--- config.mk ---
export PLATFORM = sky130hd
export DESIGN_NAME = rgb2hsv_pipe
export DESIGN_NICKNAME = d
export VERILOG_FILES = /design/src/rtl/rgb2hsv_pkg.sv /design/src/rtl/hsv_udiv.sv /design/src/rtl/rgb2hsv_pipe.sv
export SDC_FILE = /design/constraint.sdc
export NUM_CORES = 1
export LEC_CHECK = 0
export ABC_AREA = 0
export CORE_ASPECT_RATIO = 0.7
export CORE_UTILIZATION = 28
export CTS_CLUSTER_DIAMETER = 80
export DETAILED_ROUTE_END_ITERATION = 8
export PLACE_DENSITY = 0.47
export SLEW_MARGIN = 20
export SYNTH_ARGS = -nofsm -noshare
export SYNTH_HDL_FRONTEND = slang
export SYNTH_SLANG_ARGS = --single-unit
--- constraint.sdc ---
create_clock -name clk -period 82.4 [get_ports clk]
set_input_delay 16.48 -clock clk [delete_from_list [all_inputs] [get_ports clk]]
set_output_delay 16.48 -clock clk [all_outputs]
set_load 0.03 [all_outputs]
--- src/rtl/rgb2hsv_pkg.sv ---
// rtl/rgb2hsv_pkg.sv - shared types and helpers for the RGB->HSV pipeline
package rgb2hsv_pkg;

    // Widest channel the stage-1 payload can carry; wider PIX_W is rejected at elaboration.
    localparam int PIX_W_MAX = 16;

    typedef enum logic [1:0] {
        SEC_R = 2'd0,
        SEC_G = 2'd1,
        SEC_B = 2'd2
    } sector_e;

    function automatic int hue_seg(input int hue_max);
        return hue_max / 6;
    endfunction

    typedef struct packed {
        logic [PIX_W_MAX-1:0] mx;
        logic [PIX_W_MAX-1:0] d;
        logic [PIX_W_MAX-1:0] n_abs;
        logic                 n_neg;
        sector_e              sec;
    } stage1_t;

endpackage

--- src/rtl/hsv_udiv.sv ---
// rtl/hsv_udiv.sv - combinational unsigned truncating divider; a zero denominator yields 0
module hsv_udiv #(
    parameter int NUM_W = 16,
    parameter int DEN_W = 8,
    parameter int OUT_W = 8
) (
    input  logic [NUM_W-1:0] num_i,
    input  logic [DEN_W-1:0] den_i,
    output logic [OUT_W-1:0] quo_o
);

    logic [NUM_W-1:0] quo_full;

    // Callers size OUT_W so the true quotient always fits.
    always_comb begin
        quo_full = '0;
        if (den_i != '0) begin
            quo_full = num_i / NUM_W'(den_i);
        end
        quo_o = OUT_W'(quo_full);
    end

endmodule

--- src/rtl/rgb2hsv_pipe.sv ---
// rtl/rgb2hsv_pipe.sv - streaming 3-stage RGB->HSV converter with tag pass-through
// Optional hue/sat/value window mask enabled by macro RGB2HSV_MASK_EN.
module rgb2hsv_pipe
    import rgb2hsv_pkg::*;
#(
    parameter int PIX_W   = 8,
    parameter int HUE_MAX = 360,
    parameter int HUE_W   = 9,
    parameter int TAG_W   = 2
) (
    input  logic             clk,
    input  logic             rst,
    input  logic             in_valid,
    output logic             in_ready,
    input  logic [PIX_W-1:0] in_r,
    input  logic [PIX_W-1:0] in_g,
    input  logic [PIX_W-1:0] in_b,
    input  logic [TAG_W-1:0] in_tag,
`ifdef RGB2HSV_MASK_EN
    input  logic [HUE_W-1:0] thr_h_lo,
    input  logic [HUE_W-1:0] thr_h_hi,
    input  logic [PIX_W-1:0] thr_s_min,
    input  logic [PIX_W-1:0] thr_v_min,
    output logic             out_mask,
`endif
    output logic             out_valid,
    input  logic             out_ready,
    output logic [HUE_W-1:0] out_h,
    output logic [PIX_W-1:0] out_s,
    output logic [PIX_W-1:0] out_v,
    output logic [TAG_W-1:0] out_tag
);

    localparam int SEG    = hue_seg(HUE_MAX);
    localparam int HNUM_W = PIX_W_MAX + HUE_W + 1;
    localparam int SNUM_W = 2 * PIX_W_MAX;
    localparam int HW1    = HUE_W + 1;
    localparam logic [PIX_W_MAX-1:0] FULL_SCALE = PIX_W_MAX'((1 << PIX_W) - 1);

    if (HUE_MAX < 6 || (HUE_MAX % 6) != 0) begin : g_bad_hue_max
        $fatal(1, "rgb2hsv_pipe: HUE_MAX must be a positive multiple of 6");
    end
    if (HUE_W < 3 || HUE_W > 30 || (1 << HUE_W) <= HUE_MAX) begin : g_bad_hue_w
        $fatal(1, "rgb2hsv_pipe: HUE_W too small for HUE_MAX");
    end
    if (PIX_W < 1 || PIX_W > PIX_W_MAX) begin : g_bad_pix_w
        $fatal(1, "rgb2hsv_pipe: PIX_W out of range");
    end
    if (TAG_W < 1) begin : g_bad_tag_w
        $fatal(1, "rgb2hsv_pipe: TAG_W must be at least 1");
    end

    logic adv;
    logic out_valid_q;

    // One enable moves every stage; a stalled output freezes the whole pipe.
    assign adv       = !out_valid_q || out_ready;
    assign in_ready  = rst && adv;
    assign out_valid = out_valid_q;

    // Stage 1: max/min/range and sector, R > G > B on ties.
    stage1_t          s1_d, s1_q;
    logic             s1_valid_q;
    logic [TAG_W-1:0] s1_tag_q;
    logic [PIX_W-1:0] mx, mn, pa, pb;
    sector_e          sec;

    always_comb begin
        s1_d = '0;
        mx   = in_r;
        mn   = (in_g < in_b) ? in_g : in_b;
        pa   = in_g;
        pb   = in_b;
        sec  = SEC_R;
        if (in_r >= in_g && in_r >= in_b) begin
            mx  = in_r;
            mn  = (in_g < in_b) ? in_g : in_b;
            pa  = in_g;
            pb  = in_b;
            sec = SEC_R;
        end else if (in_g >= in_b) begin
            mx  = in_g;
            mn  = (in_r < in_b) ? in_r : in_b;
            pa  = in_b;
            pb  = in_r;
            sec = SEC_G;
        end else begin
            mx  = in_b;
            mn  = (in_r < in_g) ? in_r : in_g;
            pa  = in_r;
            pb  = in_g;
            sec = SEC_B;
        end
        s1_d.mx    = PIX_W_MAX'(mx);
        s1_d.d     = PIX_W_MAX'(mx - mn);
        s1_d.n_neg = (pa < pb);
        s1_d.n_abs = PIX_W_MAX'((pa >= pb) ? (pa - pb) : (pb - pa));
        s1_d.sec   = sec;
    end

    always_ff @(posedge clk) begin
        if (!rst) begin
            s1_valid_q <= 1'b0;
            s1_q       <= '0;
            s1_tag_q   <= '0;
        end else if (adv) begin
            s1_valid_q <= in_valid;
            s1_q       <= s1_d;
            s1_tag_q   <= in_tag;
        end
    end

    // Stage 2: hue fraction and saturation divides.
    logic [HNUM_W-1:0] hue_num;
    logic [SNUM_W-1:0] sat_num;
    logic [HUE_W-1:0]  q_d;
    logic [PIX_W-1:0]  s_d;

    assign hue_num = HNUM_W'(s1_q.n_abs) * HNUM_W'(SEG);
    assign sat_num = SNUM_W'(s1_q.d) * SNUM_W'(FULL_SCALE);

    hsv_udiv #(.NUM_W(HNUM_W), .DEN_W(PIX_W_MAX), .OUT_W(HUE_W)) u_hue_div (
        .num_i (hue_num),
        .den_i (s1_q.d),
        .quo_o (q_d)
    );

    hsv_udiv #(.NUM_W(SNUM_W), .DEN_W(PIX_W_MAX), .OUT_W(PIX_W)) u_sat_div (
        .num_i (sat_num),
        .den_i (s1_q.mx),
        .quo_o (s_d)
    );

    logic             s2_valid_q;
    logic [HUE_W-1:0] s2_q_q;
    logic             s2_neg_q;
    logic             s2_dz_q;
    sector_e          s2_sec_q;
    logic [PIX_W-1:0] s2_s_q;
    logic [PIX_W-1:0] s2_v_q;
    logic [TAG_W-1:0] s2_tag_q;

    always_ff @(posedge clk) begin
        if (!rst) begin
            s2_valid_q <= 1'b0;
            s2_q_q     <= '0;
            s2_neg_q   <= 1'b0;
            s2_dz_q    <= 1'b0;
            s2_sec_q   <= SEC_R;
            s2_s_q     <= '0;
            s2_v_q     <= '0;
            s2_tag_q   <= '0;
        end else if (adv) begin
            s2_valid_q <= s1_valid_q;
            s2_q_q     <= q_d;
            s2_neg_q   <= s1_q.n_neg;
            s2_dz_q    <= (s1_q.d == '0);
            s2_sec_q   <= s1_q.sec;
            s2_s_q     <= s_d;
            s2_v_q     <= PIX_W'(s1_q.mx);
            s2_tag_q   <= s1_tag_q;
        end
    end

    // Stage 3: hue assembly around the sector base, wrapping below zero.
    logic [HW1-1:0]   base, q_ext, h_sum;
    logic [HUE_W-1:0] h_d;

    always_comb begin
        case (s2_sec_q)
            SEC_G:   base = HW1'(2 * SEG);
            SEC_B:   base = HW1'(4 * SEG);
            default: base = '0;
        endcase
        q_ext = HW1'(s2_q_q);
        if (s2_dz_q) begin
            h_sum = '0;
        end else if (!s2_neg_q) begin
            h_sum = base + q_ext;
        end else if (q_ext > base) begin
            h_sum = base + HW1'(HUE_MAX) - q_ext;
        end else begin
            h_sum = base - q_ext;
        end
        h_d = HUE_W'(h_sum);
    end

    logic [HUE_W-1:0] out_h_q;
    logic [PIX_W-1:0] out_s_q, out_v_q;
    logic [TAG_W-1:0] out_tag_q;

`ifdef RGB2HSV_MASK_EN
    logic [HUE_W-1:0] s1_h_lo_q, s1_h_hi_q, s2_h_lo_q, s2_h_hi_q;
    logic [PIX_W-1:0] s1_s_min_q, s1_v_min_q, s2_s_min_q, s2_v_min_q;
    logic             in_win, mask_d, out_mask_q;

    always_comb begin
        if (s2_h_lo_q <= s2_h_hi_q) begin
            in_win = (h_d >= s2_h_lo_q) && (h_d <= s2_h_hi_q);
        end else begin
            in_win = (h_d >= s2_h_lo_q) || (h_d <= s2_h_hi_q);
        end
        mask_d = in_win && (s2_s_q >= s2_s_min_q) && (s2_v_q >= s2_v_min_q);
    end

    always_ff @(posedge clk) begin
        if (!rst) begin
            s1_h_lo_q  <= '0;
            s1_h_hi_q  <= '0;
            s1_s_min_q <= '0;
            s1_v_min_q <= '0;
            s2_h_lo_q  <= '0;
            s2_h_hi_q  <= '0;
            s2_s_min_q <= '0;
            s2_v_min_q <= '0;
            out_mask_q <= 1'b0;
        end else if (adv) begin
            s1_h_lo_q  <= thr_h_lo;
            s1_h_hi_q  <= thr_h_hi;
            s1_s_min_q <= thr_s_min;
            s1_v_min_q <= thr_v_min;
            s2_h_lo_q  <= s1_h_lo_q;
            s2_h_hi_q  <= s1_h_hi_q;
            s2_s_min_q <= s1_s_min_q;
            s2_v_min_q <= s1_v_min_q;
            out_mask_q <= mask_d;
        end
    end

    assign out_mask = out_mask_q;
`endif

    always_ff @(posedge clk) begin
        if (!rst) begin
            out_valid_q <= 1'b0;
            out_h_q     <= '0;
            out_s_q     <= '0;
            out_v_q     <= '0;
            out_tag_q   <= '0;
        end else if (adv) begin
            out_valid_q <= s2_valid_q;
            out_h_q     <= h_d;
            out_s_q     <= s2_s_q;
            out_v_q     <= s2_v_q;
            out_tag_q   <= s2_tag_q;
        end
    end

    assign out_h   = out_h_q;
    assign out_s   = out_s_q;
    assign out_v   = out_v_q;
    assign out_tag = out_tag_q;

endmodule

==> load_flow_metrics.sql <==
INSERT INTO impl_metrics (metric_group, metric, value, unit) VALUES
('hold_path', 'timing.hold.worst.class', 'reg2reg', ''),
('floorplanning', 'floorplan.io_pins', '59', ''),
('finish', 'post-route-cell-area', '46500', 'µm²'),
('logic_synthesis', 'syn-cell-area', '41400', 'µm²'),
('logic_synthesis', 'netlist.area_leader.share', '20.0', '%'),
('run_status', 'outcome', 'finished clean', ''),
('routing', 'drt_drc_violations_left', '0', ''),
('placement', 'routabilityCongestion', '0.896', ''),
('logic_synthesis', 'postSynthCellCount', '5752', ''),
('logic_synthesis', 'ffs_w_async_s_r_synth', '0', '%'),
('setup_path', 'crit_path_max_incr_delay', '0.53', 'ns'),
('logic_synthesis', 'synth_seq_cells', '92', ''),
('setup_path', 'crit_path_dat', '76.98', 'ns'),
('placement', 'io_buffer_count', '58', ''),
('routing', 'detail-route-antenna-nets', '0', ''),
('routing', 'drt_iter0_drc', '3221', ''),
('setup_path', 'worst_path_most_repeated_cell', 'sky130_fd_sc_hd__o21a_1', ''),
('setup_path', 'setup.worst_path.class', 'reg2reg', ''),
('setup_path', 'crit-reg2reg-launch', 's1_q[35]$_SDFFE_PN0N_', ''),
('timing', 'timing.clock.skew', '0.0319', 'ns'),
('setup_path', 'critPathSlowestCell', 'sky130_fd_sc_hd__or4_1', ''),
('grt', 'global_route_wire_length_before_repair', '219000', 'µm'),
('floorplanning', 'initial_utilization', '28.4', '%'),
('timing', 'slew_headroom', '29.9', '%'),
('logic_synthesis', 'synth.cells.most_frequent', 'sky130_fd_sc_hd__ha_1, sky130_fd_sc_hd__nand2_1, sky130_fd_sc_hd__nor2_1', ''),
('routing', 'total_via_count_after_detailed_routing', '42900', ''),
('grt', 'via_count_of_the_first_global_routing_pass', '38900', ''),
('logic_synthesis', 'synthesis.yosys.warnings', '0', ''),
('run', 'max-cap-violations', '0', ''),
('hold_path', 'timing.hold.worst.start', 's1_valid_q$_SDFFE_PN0N_', ''),
('cts', 'tritoncts_clock_tree', 'built', ''),
('logic_synthesis', 'synthFlopType', 'sky130_fd_sc_hd__dfxtp_1', ''),
('floorplanning', 'placementRows', '117', ''),
('timing', 'timing.final.crit_period', '76.72', 'ns'),
('logic_synthesis', 'post-synth-top-count-cell', 'sky130_fd_sc_hd__ha_1', ''),
('timing', 'setup_viol_count_final', '0', ''),
('setup_path', 'crit_path_start_kind', 'register', ''),
('timing', 'worst-slew-pin-transition', '1.04', 'ns'),
('setup_path', 'crit_start', 's1_q[35]$_SDFFE_PN0N_', ''),
('cts', 'tritoncts_num_sinks', '92', ''),
('logic_synthesis', 'yosys.cell_types.count', '155', ''),
('routing', 'routed_wire_length', '140000', 'µm'),
('routing', 'detail_route.first_pass.iterations', '6', ''),
('timing', 'report.final.slew_viol_count', '0', ''),
('routing', 'wl_per_cell', '17.9', 'µm'),
('setup_path', 'crit_path_max_fanout', '24', ''),
('floorplanning', 'die_width', '462', 'µm'),
('timing', 'hold_viol_final', '0', ''),
('timing', 'min_period_over_period', '93.1', '%'),
('setup_path', 'crit_path_end_kind', 'register', ''),
('routing', 'via_per_inst', '5.49', ''),
('cts', 'clock_tree.htree_level_count', '3', ''),
('cts', 'root_buffer', 'sky130_fd_sc_hd__clkbuf_16', ''),
('cts', 'insertion_delay_to_the_later_sink_of_the_worst_skew_pair', '0.42', 'ns'),
('grt', 'grt_max_degree', '66', ''),
('cts', 'ctsHoldBuffers', '0', ''),
('setup_path', 'critPathRequiredTime', '82.67', 'ns'),
('finish', 'filler_cell_count', '16000', ''),
('timing', 'clock.fmax', '13.0', 'MHz'),
('finish', 'final_layout_size_suffix_gt1_share', '12.3', '%'),
('finish', 'layout-area-overhead-vs-synth', '12.1', '%'),
('placement', 'placement_cell_area', '44500', 'µm²'),
('floorplanning', 'dieArea', '150000', 'µm²'),
('logic_synthesis', 'synthTopCellsByArea', 'sky130_fd_sc_hd__ha_1, sky130_fd_sc_hd__o21a_1, sky130_fd_sc_hd__a21oi_1', ''),
('logic_synthesis', 'seq_area_frac_synth', '4.44', '%'),
('floorplanning', 'placeableCoreArea', '146000', 'µm²'),
('placement', 'dpl.hpwl', '112000', 'µm'),
('finish', 'post-route-util', '31.8', '%'),
('cts', 'clkSlewWorstSetupHoldPaths', '0.08', 'ns'),
('floorplanning', 'die_y', '324', 'µm'),
('grt', 'grt_antenna_before_repair', '6', ''),
('timing', 'worst_hold_slack_across_all_endpoints', '0.463', 'ns'),
('grt', 'globalRouteOverflowTotal', '0', ''),
('logic_synthesis', 'avgSynthCellArea', '7.20', 'µm²'),
('logic_synthesis', 'synth_top_cell_by_area', 'sky130_fd_sc_hd__ha_1', ''),
('logic_synthesis', 'number_of_flops_mapped_to_enable_cells_by_yosys', '0', ''),
('cts', 'cts_buffers', '9', ''),
('cts', 'deepest_clock_path_buffer_count', '2', ''),
('grt', 'grt_use_total', '18.0', '%'),
('finish', 'final_net_count', '6602', '');
==> cell type report <==
class	count	area [µm²]	share of cell area, %
inverter	278	1060	2.27
antenna	1	2.50	0.00539
tap	1963	2460	5.29
clock buffer	10	239	0.514
multi-input combinational	5227	38700	83.4
clock inverter	6	65.1	0.140
sequential	92	1860	4.00
timing repair buffer	241	2030	4.37
==> logic make-up (layout without fill, tap and decap cells) <==
family          after synthesis  after routing  share of synthesized area [%]
simple gates               2132           2134                           25.8
xor+xnor                    305            305                           6.51
other cells                   1             13                        0.00905
flops                        92             92                           4.44
buf+inv                     446            535                           4.44
compound gates             1875           1875                           31.1
fa+ha+maj                   725            725                           23.0
mux                         176            176                           4.66
==> timing repair <==
item,4_1_cts,5_1_grt
endpoints found under the setup margin,1,6
endpoints found under the hold margin,0,0
pin swaps,0,40
gates cloned,0,5
buffers inserted,0,85
resized for setup,9,261
==> routing by layer <==
metal  wire (µm)  share of wire [%]  GRT usage (%)
met4        1520                1.1           2.33
met3        8050                5.7           2.38
met5           0                  0              0
met1       77300                 55           29.1
met2       53300                 38           24.8
==> worst max-delay path, delay by kind of cell, from the launching register on <==
family | cells | cell delay [ns]
AO/OA/AOI/OAI | 217 | 41.34
adder cells (fa/ha/maj) | 30 | 8.89
buffers and inverters | 24 | 2.69
flip-flops | 1 | 0.38
multiplexers | 6 | 1.42
AND/OR/NAND/NOR | 125 | 21.67
==> placed cells by master, fill, tap and decap left out, types with 125 or more instances in the layout <==
master / netlist / final
sky130_fd_sc_hd__o21ai_0: 281 / 253
sky130_fd_sc_hd__inv_1: 278 / 272
sky130_fd_sc_hd__ha_1: 662 / 661
sky130_fd_sc_hd__a21oi_1: 403 / 351
sky130_fd_sc_hd__xnor2_1: 202 / 202
sky130_fd_sc_hd__a21o_1: 125 / 125
sky130_fd_sc_hd__buf_4: 11 / 169
sky130_fd_sc_hd__o21a_1: 359 / 359
sky130_fd_sc_hd__nor3_1: 379 / 375
sky130_fd_sc_hd__nand2_1: 506 / 500
sky130_fd_sc_hd__nor2_1: 505 / 471
==> final timing paths <==
path,endpoint,slack (ns),depth (start not counted)
setup / recovery,s2_s_q[0]$_SDFFE_PN0N_,5.68,402
hold / removal,s1_valid_q$_SDFFE_PN0N_,0.46,2
setup reg to reg,s2_s_q[0]$_SDFFE_PN0N_,5.68,402
hold reg to reg,s1_valid_q$_SDFFE_PN0N_,0.46,2
==> sequential cells by signal, summed over array words and instances, names as in the netlist <==
name and cells:
s2_q_q 9, s2_neg_q 1, s2_v_q 8, s1_tag_q 2
out_v 8, out_tag 2, s2_tag_q 2, s2_s_q 8
s1_q 29, s2_sec_q 2, out_h 9, out_s 8
s1_valid_q 1, out_valid 1, s2_dz_q 1, s2_valid_q 1
==> metrics by stage <==
| step | setup WS [ns] | instances | setup TNS (ns) |
|---|---|---|---|
| after floorplan | 4.32 | 5763 | 0 |
| after global placement | 1.31 | 7711 | 0 |
| after detailed placement | -1.08 | 7711 | -1.08 |
| after CTS | 0.00522 | 7727 | 0 |
| after global routing | -0.326 | 7817 | -0.554 |
| final | 5.68 | 7818 | 0 |
Power is not shown: default switching activity piles up to over one toggle a cycle in this logic, so the estimate is an artifact.
